$ cat config.mk
export PLATFORM = sky130hd
export DESIGN_NAME = addr_result_sequencer
export DESIGN_NICKNAME = d
export VERILOG_FILES = /design/src/rtl/addr_result_sequencer.sv
export SDC_FILE = /design/constraint.sdc
export NUM_CORES = 1
export LEC_CHECK = 0
export CAP_MARGIN = 20
export CORE_MARGIN = 5
export CORE_UTILIZATION = 37
export CTS_CLUSTER_DIAMETER = 80
export DETAILED_ROUTE_END_ITERATION = 10
export PLACE_DENSITY_LB_ADDON = 0.08
export SETUP_SLACK_MARGIN = 0.15
export SLEW_MARGIN = 25
export SYNTH_ARGS = -nofsm -noshare
export SYNTH_HDL_FRONTEND = slang
export SYNTH_SLANG_ARGS = --single-unit
$ cat constraint.sdc
create_clock -name clk -period 8.8 [get_ports clk]
set_input_delay 2.64 -clock clk [delete_from_list [all_inputs] [get_ports clk]]
set_output_delay 2.64 -clock clk [all_outputs]
set_load 0.005 [all_outputs]
$ cat src/rtl/addr_result_sequencer.sv
// Issue/write-back sequencer for the address add (030/031) and multiply (032) units:
// reserves the destination A register, tracks the fixed unit latency, and drives the A write port.
module addr_result_sequencer #(
    parameter int WIDTH   = 24,
    parameter int NREG    = 8,
    parameter int ADD_LAT = 2,
    parameter int MUL_LAT = 6
) (
    input  logic                     clk,
    input  logic                     rst_n,
    input  logic                     i_issue_valid,
    input  logic [6:0]               i_instr,
    input  logic [$clog2(NREG)-1:0]  i_dest,
    output logic                     o_issue_ready,
    input  logic [WIDTH-1:0]         i_add_result,
    input  logic [WIDTH-1:0]         i_mul_result,
    output logic                     o_a_we,
    output logic [$clog2(NREG)-1:0]  o_a_waddr,
    output logic [WIDTH-1:0]         o_a_wdata,
    output logic [NREG-1:0]          o_a_busy
);

    localparam int AW = $clog2(NREG);

    localparam logic [6:0] OP_ADD = 7'b0011000;
    localparam logic [6:0] OP_SUB = 7'b0011001;
    localparam logic [6:0] OP_MUL = 7'b0011010;

    typedef enum logic {
        UNIT_ADD = 1'b0,
        UNIT_MUL = 1'b1
    } unit_e;

    typedef struct packed {
        logic           valid;
        unit_e          unit;
        logic [AW-1:0]  dest;
    } slot_t;

    // Slot k holds the completion due k+1 edges from now.
    slot_t [MUL_LAT-1:0] pipe_q, pipe_d;
    logic  [NREG-1:0]    busy_q, busy_d;
    logic                we_q, we_d;
    logic  [AW-1:0]      waddr_q, waddr_d;
    logic  [WIDTH-1:0]   wdata_q, wdata_d;

    logic is_add;
    logic is_mul;
    logic add_slot_free;
    logic accept;
    logic retire;

    // NOTE: every signal assigned in always_comb gets a default first, so no path can infer a latch.
    always_comb begin
        is_add = (i_instr == OP_ADD) || (i_instr == OP_SUB);
        is_mul = (i_instr == OP_MUL);

        // After this edge's shift, current slot ADD_LAT becomes the add's target slot.
        // The multiply target lies beyond the current pipe, so it is always free.
        add_slot_free = !pipe_q[ADD_LAT].valid;

        o_issue_ready = ((is_add && add_slot_free) || is_mul) && !busy_q[i_dest];
        accept        = i_issue_valid && o_issue_ready;
        retire        = pipe_q[0].valid;

        for (int k = 0; k < MUL_LAT - 1; k++) begin
            pipe_d[k] = pipe_q[k + 1];
        end
        pipe_d[MUL_LAT-1] = '0;

        if (accept) begin
            if (is_mul) begin
                pipe_d[MUL_LAT-1] = '{valid: 1'b1, unit: UNIT_MUL, dest: i_dest};
            end else begin
                pipe_d[ADD_LAT-1] = '{valid: 1'b1, unit: UNIT_ADD, dest: i_dest};
            end
        end

        we_d    = retire;
        waddr_d = waddr_q;
        wdata_d = wdata_q;
        busy_d  = busy_q;

        if (retire) begin
            waddr_d = pipe_q[0].dest;
            wdata_d = (pipe_q[0].unit == UNIT_MUL) ? i_mul_result : i_add_result;
            busy_d[pipe_q[0].dest] = 1'b0;
        end

        // A retiring register is still busy this cycle, so accept never targets it.
        if (accept) begin
            busy_d[i_dest] = 1'b1;
        end
    end

    // NOTE: sequential state uses non-blocking assignments so all flops update from pre-edge values.
    always_ff @(posedge clk or negedge rst_n) begin
        if (!rst_n) begin
            // NOTE: the in-flight pipe is reset too, so results issued before reset are dropped, never written.
            pipe_q  <= '0;
            busy_q  <= '0;
            we_q    <= 1'b0;
            waddr_q <= '0;
            wdata_q <= '0;
        end else begin
            pipe_q  <= pipe_d;
            busy_q  <= busy_d;
            we_q    <= we_d;
            waddr_q <= waddr_d;
            wdata_q <= wdata_d;
        end
    end

    assign o_a_we    = we_q;
    assign o_a_waddr = waddr_q;
    assign o_a_wdata = wdata_q;
    assign o_a_busy  = busy_q;

endmodule

==> results_dict.tcl <==
set metrics [dict create \
    cts.sinks 62 \
    gp_congestion 0.8188 \
    hold_buffers 0 \
    fmax_mhz 133.2 \
    grt.total_usage 0.1429 \
    layout-drive-gt1-share 0.08852 \
    worstPathMaxFanout 14 \
    crit_top_cell "clkdlybuf4s50_1" \
    path_buf_inv 3 \
    yosys.area.top_type "dfrtp_1" \
    setup_tns_ns 0 \
    wirelength_um 5739 \
    finalCriticalPeriod_ns 7.510 \
    clock_latency_ns 0.32 \
    fin_hold_ws_ns 0.3385 \
    slew_headroom 0.4988 \
    fin_skew_ns 0.01003 \
    setup_viol 0 \
    numCtsBuffers 9 \
    grt_pass1_wl_um 9556 \
    max_stage_delay_ns 0.66 \
    r2r-start "o_a_busy[1]" \
    critPathTopFamily "buffers and inverters" \
    yosysMostFrequentCell "dfrtp_1" \
    clockBufferDepth 2 \
    clkSlewWorstSetupHoldPaths_ns 0.06 \
    antenna_found_initial 0 \
    slew_viol_final 0 \
    seq_area_frac_synth 0.6307 \
    startpoint "i_dest[0]" \
    outcome "completed" \
    synthTopCellsByArea "dfrtp_1, mux2i_1, a21oi_1" \
    required_ns 6.16 \
    p_leak_nw 1.537 \
    synth_nets 264 \
    cellPowerDensity_mw_per_mm2 175.0 \
    grt_max_degree 63 \
    diodes 0 \
    post-route-period-util 0.8534 \
    regToRegEndpoint "pipe_d[2]" \
    yosysWarnings 0 \
    synth_edf_count 0 \
    cts_root_buffer "clkbuf_8" \
    die_area_mm2 0.008379 \
    crit_path_start_kind "input port" \
    dr.pass1.iters 4 \
    hpwlAfterDp_um 4239 \
    syn_avg_cell_area_um2 12.12 \
    via_per_inst 4.832 \
    ctsResizeCount 0 \
    rsz0062_at_grt "no" \
    async_flop_share 1.000 \
    postRouteAntennaNets 0 \
    cp_cell_sequence "clkdlybuf4s50_1 -> mux2i_1 -> o22ai_1 -> or4_4 -> inv_1 -> clkdlybuf4s50_1" \
    yosys-top-cells-count "dfrtp_1, mux2i_1, nor2_1" \
    portBuffers 97 \
    ioPinCount 98 \
    critPathSlowestCell "clkdlybuf4s50_1" \
    routed-via-count 1846 \
    rr_worst_depth 5 \
    wl_per_cell_um 15.02 \
    hold_path.class "flip-flop to flip-flop" \
    crit_path_end_kind "output pin" \
    core-area_mm2 0.006422 \
    whs_path_depth 0 \
    h-tree-depth 3 \
    synth-main-ff-cell "dfrtp_1" \
    grt-ovfl-total 0 \
    final-hold-violation-count 0 \
    tightest_slew_ns 0.7518 \
    final_nets 362 \
    ir_drop_mv 0.07932 \
    drtIter0Drc 70 \
    drv_cap 0 \
    critical_path_class "input port to output pin" \
    cp_data_arrival_time_ns 4.87 \
    rows 29 \
    die_h_um 91.54 \
    start_util 0.3830 \
    cts_tree "built" \
    hp-start "pipe_d[0]" \
    drc 0 \
    area_growth_pct 50.51 \
    yosysUniqueCellTypes 22 \
    syn_area_mm2 0.002460 \
    synth_top_area_frac 0.6307 \
    synth_seq_cells 62 \
    postCtsSetupBuffers 0 \
    fillCellCount 553 \
    holdPathEnd "pipe_q[0]" \
    dieWidth_um 91.54 \
    synth_cells 203 \
    grt_pass1_vias 1923 \
    reg2reg_slack_ns 6.63 \
]
==> final cells by class <==
cell class,instances,area [um^2],share of cell area
timing repair buffer,100,988.4,0.2670
clock inverter,4,70.07,0.01893
multi-input combinational,124,829.5,0.2241
inverter,4,15.01,0.004055
clock buffer,11,151.4,0.04089
sequential,62,1551,0.4191
tap,77,96.34,0.02602
==> worst max-delay path by stage <==
stage / to / slack (ns) / cells after the start
after global placement: o_issue_ready / 1.35 / 6
after floorplan: o_issue_ready / 2.27 / 7
after global routing: o_issue_ready / 1.15 / 6
after detailed placement: o_issue_ready / 1.31 / 6
final: o_issue_ready / 1.29 / 6
after CTS: o_issue_ready / 1.31 / 6
==> placed cells by master (no fill, tap or decap), drive strengths merged, types with 2 or more instances in the layout <==
cell and count:
nand2b 6, nor3 2, clkdlybuf4s50 96, inv 4, nand2 5, nor3b 3, nor2 26, mux2 5
o31ai 10, dfrtp 62, clkinv 2, a21oi 24, clkbuf 11, mux2i 29, o21ai 8, bufinv 2
buf 4
==> registers in the layout, indices dropped and copies added (netlist names) <==
name / cells
o_a_waddr: 3
o_a_wdata: 24
o_a_busy: 8
o_a_we: 1
retire: 1
pipe_d: 17
pipe_q: 8
==> per-stage QoR <==
| stage | cell area [um^2] | std cells | setup WS [ns] | util | total power, mW |
|---|---|---|---|---|---|
| final | 3702 | 382 | 1.290 | 0.5765 | 0.6481 |
| after global routing | 3702 | 382 | 1.150 | 0.5765 | 0.6809 |
| after CTS | 3702 | 382 | 1.307 | 0.5765 | 0.6592 |
| after detailed placement | 3481 | 367 | 1.310 | 0.5420 | 0.3822 |
| after global placement | 3481 | 367 | 1.354 | 0.5420 | 0.3808 |
| after floorplan | 2460 | 203 | 2.267 | - | 0.3236 |
==> report_power, final <==
group	leakage (nW)	switching (mW)	internal [mW]
clock	0.115	0.100	0.172
sequential	0.713	0.00513	0.296
combinational	0.709	0.0256	0.0488
==> cell families (layout without fill, tap and decap cells) <==
kind of cell,after synthesis,count (layout),synth area share
AOI/OAI and AO/OA,43,43,0.09817
DFF,62,62,0.6307
muxes,34,34,0.1455
and+or+nand+nor,47,47,0.09359
buffers and inverters,17,119,0.03204
==> layer usage <==
layer	global-route usage	up-vias	routed length, um
met5	0	-	0
met4	0.06281	0	66
met3	0.03967	7	424
met2	0.2234	70	2644
met1	0.1854	869	2604
li1	-	900	-
Note: power is estimated with default switching activity, not from simulation.
